--- config.mk ---
export PLATFORM = sky130hd
export DESIGN_NAME = rx_frame_parser
export DESIGN_NICKNAME = d
export VERILOG_FILES = /design/src/rtl/ftdi_pkg.sv /design/src/rtl/frame_buffer.sv /design/src/rtl/rx_frame_parser.sv
export SDC_FILE = /design/constraint.sdc
export NUM_CORES = 1
export LEC_CHECK = 0
export BUFFER_PORTS_ARGS = -buffer_cell sky130_fd_sc_hd__buf_2
export CORE_UTILIZATION = 55
export CTS_BUF_LIST = sky130_fd_sc_hd__clkbuf_4
export DETAILED_ROUTE_END_ITERATION = 7
export PLACE_DENSITY = 0.72
export SLEW_MARGIN = 20
export SYNTH_ARGS = -nofsm -noshare
export SYNTH_HDL_FRONTEND = slang
export SYNTH_SLANG_ARGS = --single-unit
--- constraint.sdc ---
create_clock -name clock_in -period 2.85 [get_ports clock_in]
set_input_delay 0 -clock clock_in [delete_from_list [all_inputs] [get_ports clock_in]]
set_output_delay 0 -clock clock_in [all_outputs]
set_load 0.02 [all_outputs]
--- src/rtl/ftdi_pkg.sv ---
// Shared encodings for the FTDI receive path: SOF marker, error causes,
// and the state sets of the frame parser and its byte handshake.
package ftdi_pkg;

    localparam logic [7:0] SOF_BYTE = 8'hA5;

    typedef enum logic [1:0] {
        ERR_NONE    = 2'b00,
        ERR_LEN     = 2'b01,
        ERR_CKSUM   = 2'b10,
        ERR_TIMEOUT = 2'b11
    } err_code_e;

    typedef enum logic [2:0] {
        S_SYNC,
        S_LEN,
        S_PAYLOAD,
        S_CKSUM,
        S_DRAIN
    } main_state_e;

    typedef enum logic [1:0] {
        H_IDLE,
        H_ACK1,
        H_ACK2,
        H_WAITLOW
    } hs_state_e;

endpackage

--- src/rtl/frame_buffer.sv ---
// Payload store: MAX_LEN bytes, one synchronous write port, combinational read.
module frame_buffer #(
    parameter int MAX_LEN = 16,
    parameter int AW      = $clog2(MAX_LEN + 1)
) (
    input  logic          clk_i,
    input  logic          wr_en_i,
    input  logic [AW-1:0] wr_idx_i,
    input  logic [7:0]    wr_dat_i,
    input  logic [AW-1:0] rd_idx_i,
    output logic [7:0]    rd_dat_o
);

    logic [7:0] mem_q [MAX_LEN];

    always_ff @(posedge clk_i) begin
        for (int i = 0; i < MAX_LEN; i++) begin
            if (wr_en_i && (wr_idx_i == AW'(i))) begin
                mem_q[i] <= wr_dat_i;
            end
        end
    end

    always_comb begin
        rd_dat_o = '0;
        for (int i = 0; i < MAX_LEN; i++) begin
            if (rd_idx_i == AW'(i)) begin
                rd_dat_o = mem_q[i];
            end
        end
    end

endmodule

--- src/rtl/rx_frame_parser.sv ---
// Assembles SOF/LEN/payload/CKSUM frames from the FTDI 4-phase byte handshake and
// releases good payloads on a valid/ready stream; input is stalled while draining.
module rx_frame_parser
    import ftdi_pkg::*;
#(
    parameter int MAX_LEN        = 16,
    parameter int TIMEOUT_CYCLES = 1_000_000
) (
    input  logic       clock_in,
    input  logic       reset,
    input  logic       in_valid,
    output logic       in_ready,
    input  logic [7:0] in_data,
    output logic       out_valid,
    input  logic       out_ready,
    output logic [7:0] out_data,
    output logic       out_last,
    output logic       frame_ok,
    output logic       frame_err,
    output logic [1:0] err_code
);

    localparam int LW = $clog2(MAX_LEN + 1);
    localparam int CW = $clog2(TIMEOUT_CYCLES + 1);

    main_state_e   state_q, state_d;
    hs_state_e     hs_q, hs_d;
    logic [LW-1:0] len_q, len_d;
    logic [LW-1:0] wr_idx_q, wr_idx_d;
    logic [LW-1:0] rd_idx_q, rd_idx_d;
    logic [7:0]    sum_q, sum_d;
    logic [CW-1:0] cnt_q, cnt_d;
    err_code_e     err_q, err_d;
    logic          ok_q, ok_d;

    logic          wr_en;
    logic          strobe;
    logic          timer_active;
    logic          expire;
    logic          xfer;
    logic [7:0]    buf_rd;
    logic [LW-1:0] wr_next;

    frame_buffer #(
        .MAX_LEN (MAX_LEN),
        .AW      (LW)
    ) u_buf (
        .clk_i    (clock_in),
        .wr_en_i  (wr_en),
        .wr_idx_i (wr_idx_q),
        .wr_dat_i (in_data),
        .rd_idx_i (rd_idx_q),
        .rd_dat_o (buf_rd)
    );

    assign in_ready     = (hs_q == H_ACK1) || (hs_q == H_ACK2);
    assign strobe       = (hs_q == H_ACK2);
    assign timer_active = (state_q == S_LEN) || (state_q == S_PAYLOAD) || (state_q == S_CKSUM);
    // An in-flight handshake defers expiry so its strobe can win.
    assign expire       = timer_active && !strobe && (hs_q != H_ACK1) &&
                          (cnt_q >= CW'(TIMEOUT_CYCLES - 1));
    assign wr_next      = wr_idx_q + LW'(1);

    assign out_valid = (state_q == S_DRAIN);
    assign out_data  = out_valid ? buf_rd : '0;
    assign out_last  = out_valid && (rd_idx_q == (len_q - LW'(1)));
    assign xfer      = out_valid && out_ready;
    assign frame_ok  = ok_q || (xfer && out_last);
    assign frame_err = (err_q != ERR_NONE);
    assign err_code  = err_q;

    always_comb begin
        state_d  = state_q;
        hs_d     = hs_q;
        len_d    = len_q;
        wr_idx_d = wr_idx_q;
        rd_idx_d = rd_idx_q;
        sum_d    = sum_q;
        cnt_d    = cnt_q;
        err_d    = ERR_NONE;
        ok_d     = 1'b0;
        wr_en    = 1'b0;

        unique case (hs_q)
            H_IDLE:    if (in_valid && (state_q != S_DRAIN)) hs_d = H_ACK1;
            H_ACK1:    hs_d = H_ACK2;
            H_ACK2:    hs_d = H_WAITLOW;
            H_WAITLOW: if (!in_valid) hs_d = H_IDLE;
            default:   hs_d = H_IDLE;
        endcase

        if (strobe || !timer_active) begin
            cnt_d = '0;
        end else if (cnt_q != '1) begin
            cnt_d = cnt_q + CW'(1);
        end

        if (state_q == S_DRAIN) begin
            if (xfer) begin
                if (out_last) state_d = S_SYNC;
                else          rd_idx_d = rd_idx_q + LW'(1);
            end
        end else if (strobe) begin
            case (state_q)
                S_SYNC: if (in_data == SOF_BYTE) state_d = S_LEN;
                S_LEN: begin
                    sum_d    = in_data;
                    wr_idx_d = '0;
                    if (in_data > 8'(MAX_LEN)) begin
                        err_d   = ERR_LEN;
                        state_d = S_SYNC;
                    end else begin
                        len_d   = in_data[LW-1:0];
                        state_d = (in_data == 8'd0) ? S_CKSUM : S_PAYLOAD;
                    end
                end
                S_PAYLOAD: begin
                    wr_en    = 1'b1;
                    sum_d    = sum_q + in_data;
                    wr_idx_d = wr_next;
                    if (wr_next == len_q) state_d = S_CKSUM;
                end
                S_CKSUM: begin
                    state_d = S_SYNC;
                    if (in_data != sum_q) begin
                        err_d = ERR_CKSUM;
                    end else if (len_q != '0) begin
                        rd_idx_d = '0;
                        state_d  = S_DRAIN;
                    end else begin
                        ok_d = 1'b1;
                    end
                end
                default: state_d = S_SYNC;
            endcase
        end else if (expire) begin
            err_d   = ERR_TIMEOUT;
            state_d = S_SYNC;
        end
    end

    always_ff @(posedge clock_in) begin
        if (reset) begin
            state_q  <= S_SYNC;
            hs_q     <= H_IDLE;
            len_q    <= '0;
            wr_idx_q <= '0;
            rd_idx_q <= '0;
            sum_q    <= '0;
            cnt_q    <= '0;
            err_q    <= ERR_NONE;
            ok_q     <= 1'b0;
        end else begin
            state_q  <= state_d;
            hs_q     <= hs_d;
            len_q    <= len_d;
            wr_idx_q <= wr_idx_d;
            rd_idx_q <= rd_idx_d;
            sum_q    <= sum_d;
            cnt_q    <= cnt_d;
            err_q    <= err_d;
            ok_q     <= ok_d;
        end
    end

endmodule
==> results by stage <==
Run status:
- The flow ran to the end, but the final reports show violations.
- The final reports fail on setup timing.

Drt:
- The first detailed-routing pass ran for 5 iterations.
- The via count of the routed design is 7,029.
- The via density per instance is 6.30.
- After detailed routing, the average wire length per cell comes to 22.2 microns.
- The wire length reported by the detailed router is 24.7 mm.
- The number of nets with antenna violations after routing is 0.
- The number of design rule violations left after detail routing is 0.
- The initial DRC count is 799.

Worst setup path:
- On the critical path, the stage with the largest delay is an instance of sky130_fd_sc_hd__dfxtp_1.
- The worst setup path category is reg -> out.
- The top fanout value on the critical path is 6.
- The kind of capture point of the worst setup path is an output port.
- For flop-to-flop paths, the worst setup slack is 0.34 ns.
- The startpoint class of the critical path is a register.
- The critical path goes through buf_4 -> nor3b_4 -> buf_4 -> a32o_1 -> a222oi_1 -> o31ai_2 -> a21oi_2 -> o22ai_2 -> buf_6.
- The required time of the critical path is 2.85 ns.
- At the worst endpoint, the arrival time is 2.86 ns.
- The cell that appears most often on the critical path is sky130_fd_sc_hd__buf_4.
- Together, buffers and inverters on the worst path number 3.
- Grouping stages by cell kind, the critical path spends the most delay in compound AO/OA/AOI/OAI gates.
- The delay of the slowest critical-path stage is 0.54 ns.

Logic synthesis:
- The synthesized design contains 128 enable-type register cells.
- The total of flip-flops plus latches after synthesis is 179.
- After synthesis, the netlist uses 76 different library cells.
- For this run, the leading register cell type out of synthesis is sky130_fd_sc_hd__edfxtp_1.
- Synthesis produced a netlist with a net count of 853.
- The yosys synthesis warning count is 0.
- The cell area after technology mapping is 8820 sq um.
- The cell count after synthesis is 815.
- The average instance in the mapped netlist occupies 10.8 sq um.
- In the post-synthesis netlist, the biggest area contributors are sky130_fd_sc_hd__edfxtp_1 44%, sky130_fd_sc_hd__dfxtp_1 12%, sky130_fd_sc_hd__ha_1 3.5%, sky130_fd_sc_hd__nor2_1 3.5%, sky130_fd_sc_hd__a21oi_1 3.0%.
- The fraction of synthesized cell area taken by the top area cell type is 0.436.
- Summed over all instances, the cell type with the most area after synthesis is sky130_fd_sc_hd__edfxtp_1.
- For this run, the register share of the synthesized area comes to 0.552.
- After synthesis, the share of flip-flops with an asynchronous set or reset is 0.

STA:
- Hold is met by 0.306 ns.
- Setup total negative slack on the finished layout was measured at -0.00530 ns.
- On the final layout, the worst clock skew is 0.0262 ns.
- The minimum setup slack in the final design is -0.00530 ns.
- The relative max-transition margin is 0.536.
- Setup repair after global routing could not meet its margin everywhere.
- Timing would allow up to 350 MHz.
- The number of hold violations in the final report is 0.
- The final critical delay including setup and external delays is 2.86 ns.
- The setup violation total in the final timing report is 1.
- The fraction of the cycle the final worst path needs is 1.00.
- The slew at the pin closest to its max-slew limit is 0.696 ns.
- The number of slew-limit violations in the final report is 0.

GRT:
- The total grt overflow is 0.
- The number of global-route vias before repair is 6,768.
- The initial antenna violation count was 1.
- The total routing usage reported by global routing is 0.311.
- The global-route wire length before repair is 37.8 mm.
- The maximum number of pins on one net before global-route repair is 35.

Power:
- The worst ir drop on vdd is 359 uV.
- The power per standard cell area is 465 nW/um^2.
- The reported leakage power is 3.63 nW.

Flow run:
- The number of max-cap violations is 0.

Clock tree:
- The clock root buffer master is sky130_fd_sc_hd__clkbuf_4.
- The H-tree generated during clock tree synthesis spans 4 levels.
- The clock latency reported for the late side of the worst-skew pair is 0.61 ns.
- After clock tree synthesis, the clock-pin slew on the worst setup and hold paths is 0.16 ns.
- The clock sink count is 179.
- In this run the deepest clock path goes through 2 buffers.
- Buffers inserted during clock tree synthesis total 17.
- The CTS tree is built.

Floorplan:
- The die area is 16,500 sq um.
- The die is 129 microns wide.
- The area of the placeable core is 15,400 sq um.
- The floorplan has 45 rows.
- The initial utilization of the core area, before any placement, comes to 0.572.
- In this run the count of I/O pins placed on the die edge is 27.
- The die is 129 microns tall.

Final layout:
- Of the cells placed in the final design, the portion with a size suffix greater than 1 is 0.198.
- The number of cells in the finished layout apart from fillers is 1,115.
- The final layout contains 927 nets.
- The layout has 1,231 filler cells.
- The post-layout instance area is 10,200 sq um.
- Compared with the post-synthesis result, the final layout area differs by 16.1%.

Min path:
- The path class of the tightest hold or removal check is in -> reg.

Placed design:
- At the end of routability-driven placement, the weighted congestion stood at 0.952.
- Detailed placement ended at an HPWL of 16.8 mm.
- In this run the cell area measured after placement is 9370 sq um.
- The cell count after placement is 1,056.
- Prior to clock tree synthesis, the placed netlist has a worst setup slack of 0.282 ns.
- Port buffering added 26 buffers.
-- cell usage after synthesis (11+ instances only) --
| cell | number |
|---|---|
| sky130_fd_sc_hd__edfxtp_1 | 128 |
| sky130_fd_sc_hd__inv_1 | 28 |
| sky130_fd_sc_hd__xor2_1 | 24 |
| sky130_fd_sc_hd__nor2b_1 | 20 |
| sky130_fd_sc_hd__clkbuf_1 | 30 |
| sky130_fd_sc_hd__nand3_1 | 22 |
| sky130_fd_sc_hd__o21ai_0 | 30 |
| sky130_fd_sc_hd__nand2_1 | 52 |
| sky130_fd_sc_hd__and3_1 | 14 |
| sky130_fd_sc_hd__dfxtp_1 | 51 |
| sky130_fd_sc_hd__a21oi_1 | 52 |
| sky130_fd_sc_hd__xnor2_1 | 11 |
| sky130_fd_sc_hd__nor3_1 | 29 |
| sky130_fd_sc_hd__nand4_1 | 11 |
| sky130_fd_sc_hd__ha_1 | 25 |
| sky130_fd_sc_hd__nand2b_1 | 13 |
| sky130_fd_sc_hd__nor2_1 | 83 |
| sky130_fd_sc_hd__o22ai_1 | 13 |
-- registers in the layout, summed over array words and instances (netlist names) --
| register | flops |
|---|---|
| u_buf.mem_q | 128 |
| cnt_q | 20 |
| sum_q | 8 |
| len_q | 5 |
| rd_idx_q | 5 |
| wr_idx_q | 5 |
| state_q | 3 |
| err_code | 2 |
| hs_q | 2 |
| ok_q | 1 |
-- path summary, 6_finish.rpt --
check,to,startpoint,depth (start not counted)
min,u_buf.mem_q[1][58],in_data[2],2
min reg2reg,sum_q[1],sum_q[1],2
max reg2reg,u_buf.mem_q[0][35],state_q[1],6
max,out_data[7],rd_idx_q[4],9
-- power by group --
group          internal [W]  switching (W)
Combinational      0.000142       0.000238
Clock              0.000497        0.00105
Sequential          0.00280      0.0000333
-- routing by layer --
metal	track usage	routed length (microns)	vias to the layer above
met5	0	0	-
met3	0.0611	1790	59
li1	-	-	3218
met1	0.420	10600	3439
met4	0.135	750	0
met2	0.488	11600	313
-- layout make-up --
class                           instances  area (sq um)  area share
Clock inverter                         15           183      0.0178
Timing Repair Buffer                   99           766      0.0748
Clock buffer                           17           128      0.0125
Tap cell                              211           264      0.0258
Inverter                               29           116      0.0114
Antenna cell                            2          5.00    0.000489
Sequential cell                       179          4880       0.477
Multi-Input combinational cell        563          3900       0.381
-- through the flow --
step	utilization	power, W
6_report	0.664	0.00476
5_1_grt	0.664	0.00490
4_1_cts	0.648	0.00476
3_5_place_dp	0.607	0.00325
3_3_place_gp	0.607	0.00323
2_1_floorplan	-	0.00313
-- repair_timing --
item / in CTS / in global routing
cloned: 1 / 0
hold endpoints to repair: 154 / 0
setup buffers: 3 / 9
setup endpoints to repair: 8 / 8
pin swaps: 8 / 14
hold buffers: 12 / 0
resized for setup: 39 / 38
-- cell families after synthesis --
family | count (synthesis) | share of synthesized area
AND/OR/NAND/NOR | 303 | 0.181
flip-flops | 179 | 0.552
adder cells (fa/ha/maj) | 26 | 0.0377
buffers and inverters | 73 | 0.0380
AO/OA/AOI/OAI | 192 | 0.149
XOR/XNOR | 35 | 0.0348
multiplexers | 7 | 0.00794
-- cell usage in the layout, fill, tap and decap left out, types with 7 or more instances in the layout --
cell / n
sky130_fd_sc_hd__a311oi_1: 7
sky130_fd_sc_hd__xor2_1: 24
sky130_fd_sc_hd__dfxtp_1: 47
sky130_fd_sc_hd__edfxtp_1: 128
sky130_fd_sc_hd__clkbuf_4: 17
sky130_fd_sc_hd__inv_1: 26
sky130_fd_sc_hd__nand3_1: 22
sky130_fd_sc_hd__nor4_1: 7
sky130_fd_sc_hd__mux2i_1: 7
sky130_fd_sc_hd__nor2_1: 81
sky130_fd_sc_hd__buf_4: 57
sky130_fd_sc_hd__nor2b_1: 17
sky130_fd_sc_hd__dlygate4sd3_1: 12
sky130_fd_sc_hd__buf_2: 24
sky130_fd_sc_hd__a21oi_1: 47
sky130_fd_sc_hd__o21ai_0: 24
sky130_fd_sc_hd__nand2b_1: 13
sky130_fd_sc_hd__xnor2_1: 11
sky130_fd_sc_hd__and3_1: 14
sky130_fd_sc_hd__nand2_1: 51
sky130_fd_sc_hd__o21ai_1: 9
sky130_fd_sc_hd__nand4_1: 11
sky130_fd_sc_hd__nor3_1: 27
sky130_fd_sc_hd__o22ai_1: 10
sky130_fd_sc_hd__ha_1: 20
sky130_fd_sc_hd__a211oi_1: 9
sky130_fd_sc_hd__a21o_1: 9
sky130_fd_sc_hd__nor3b_1: 7
(Power assumes the default switching activity.)
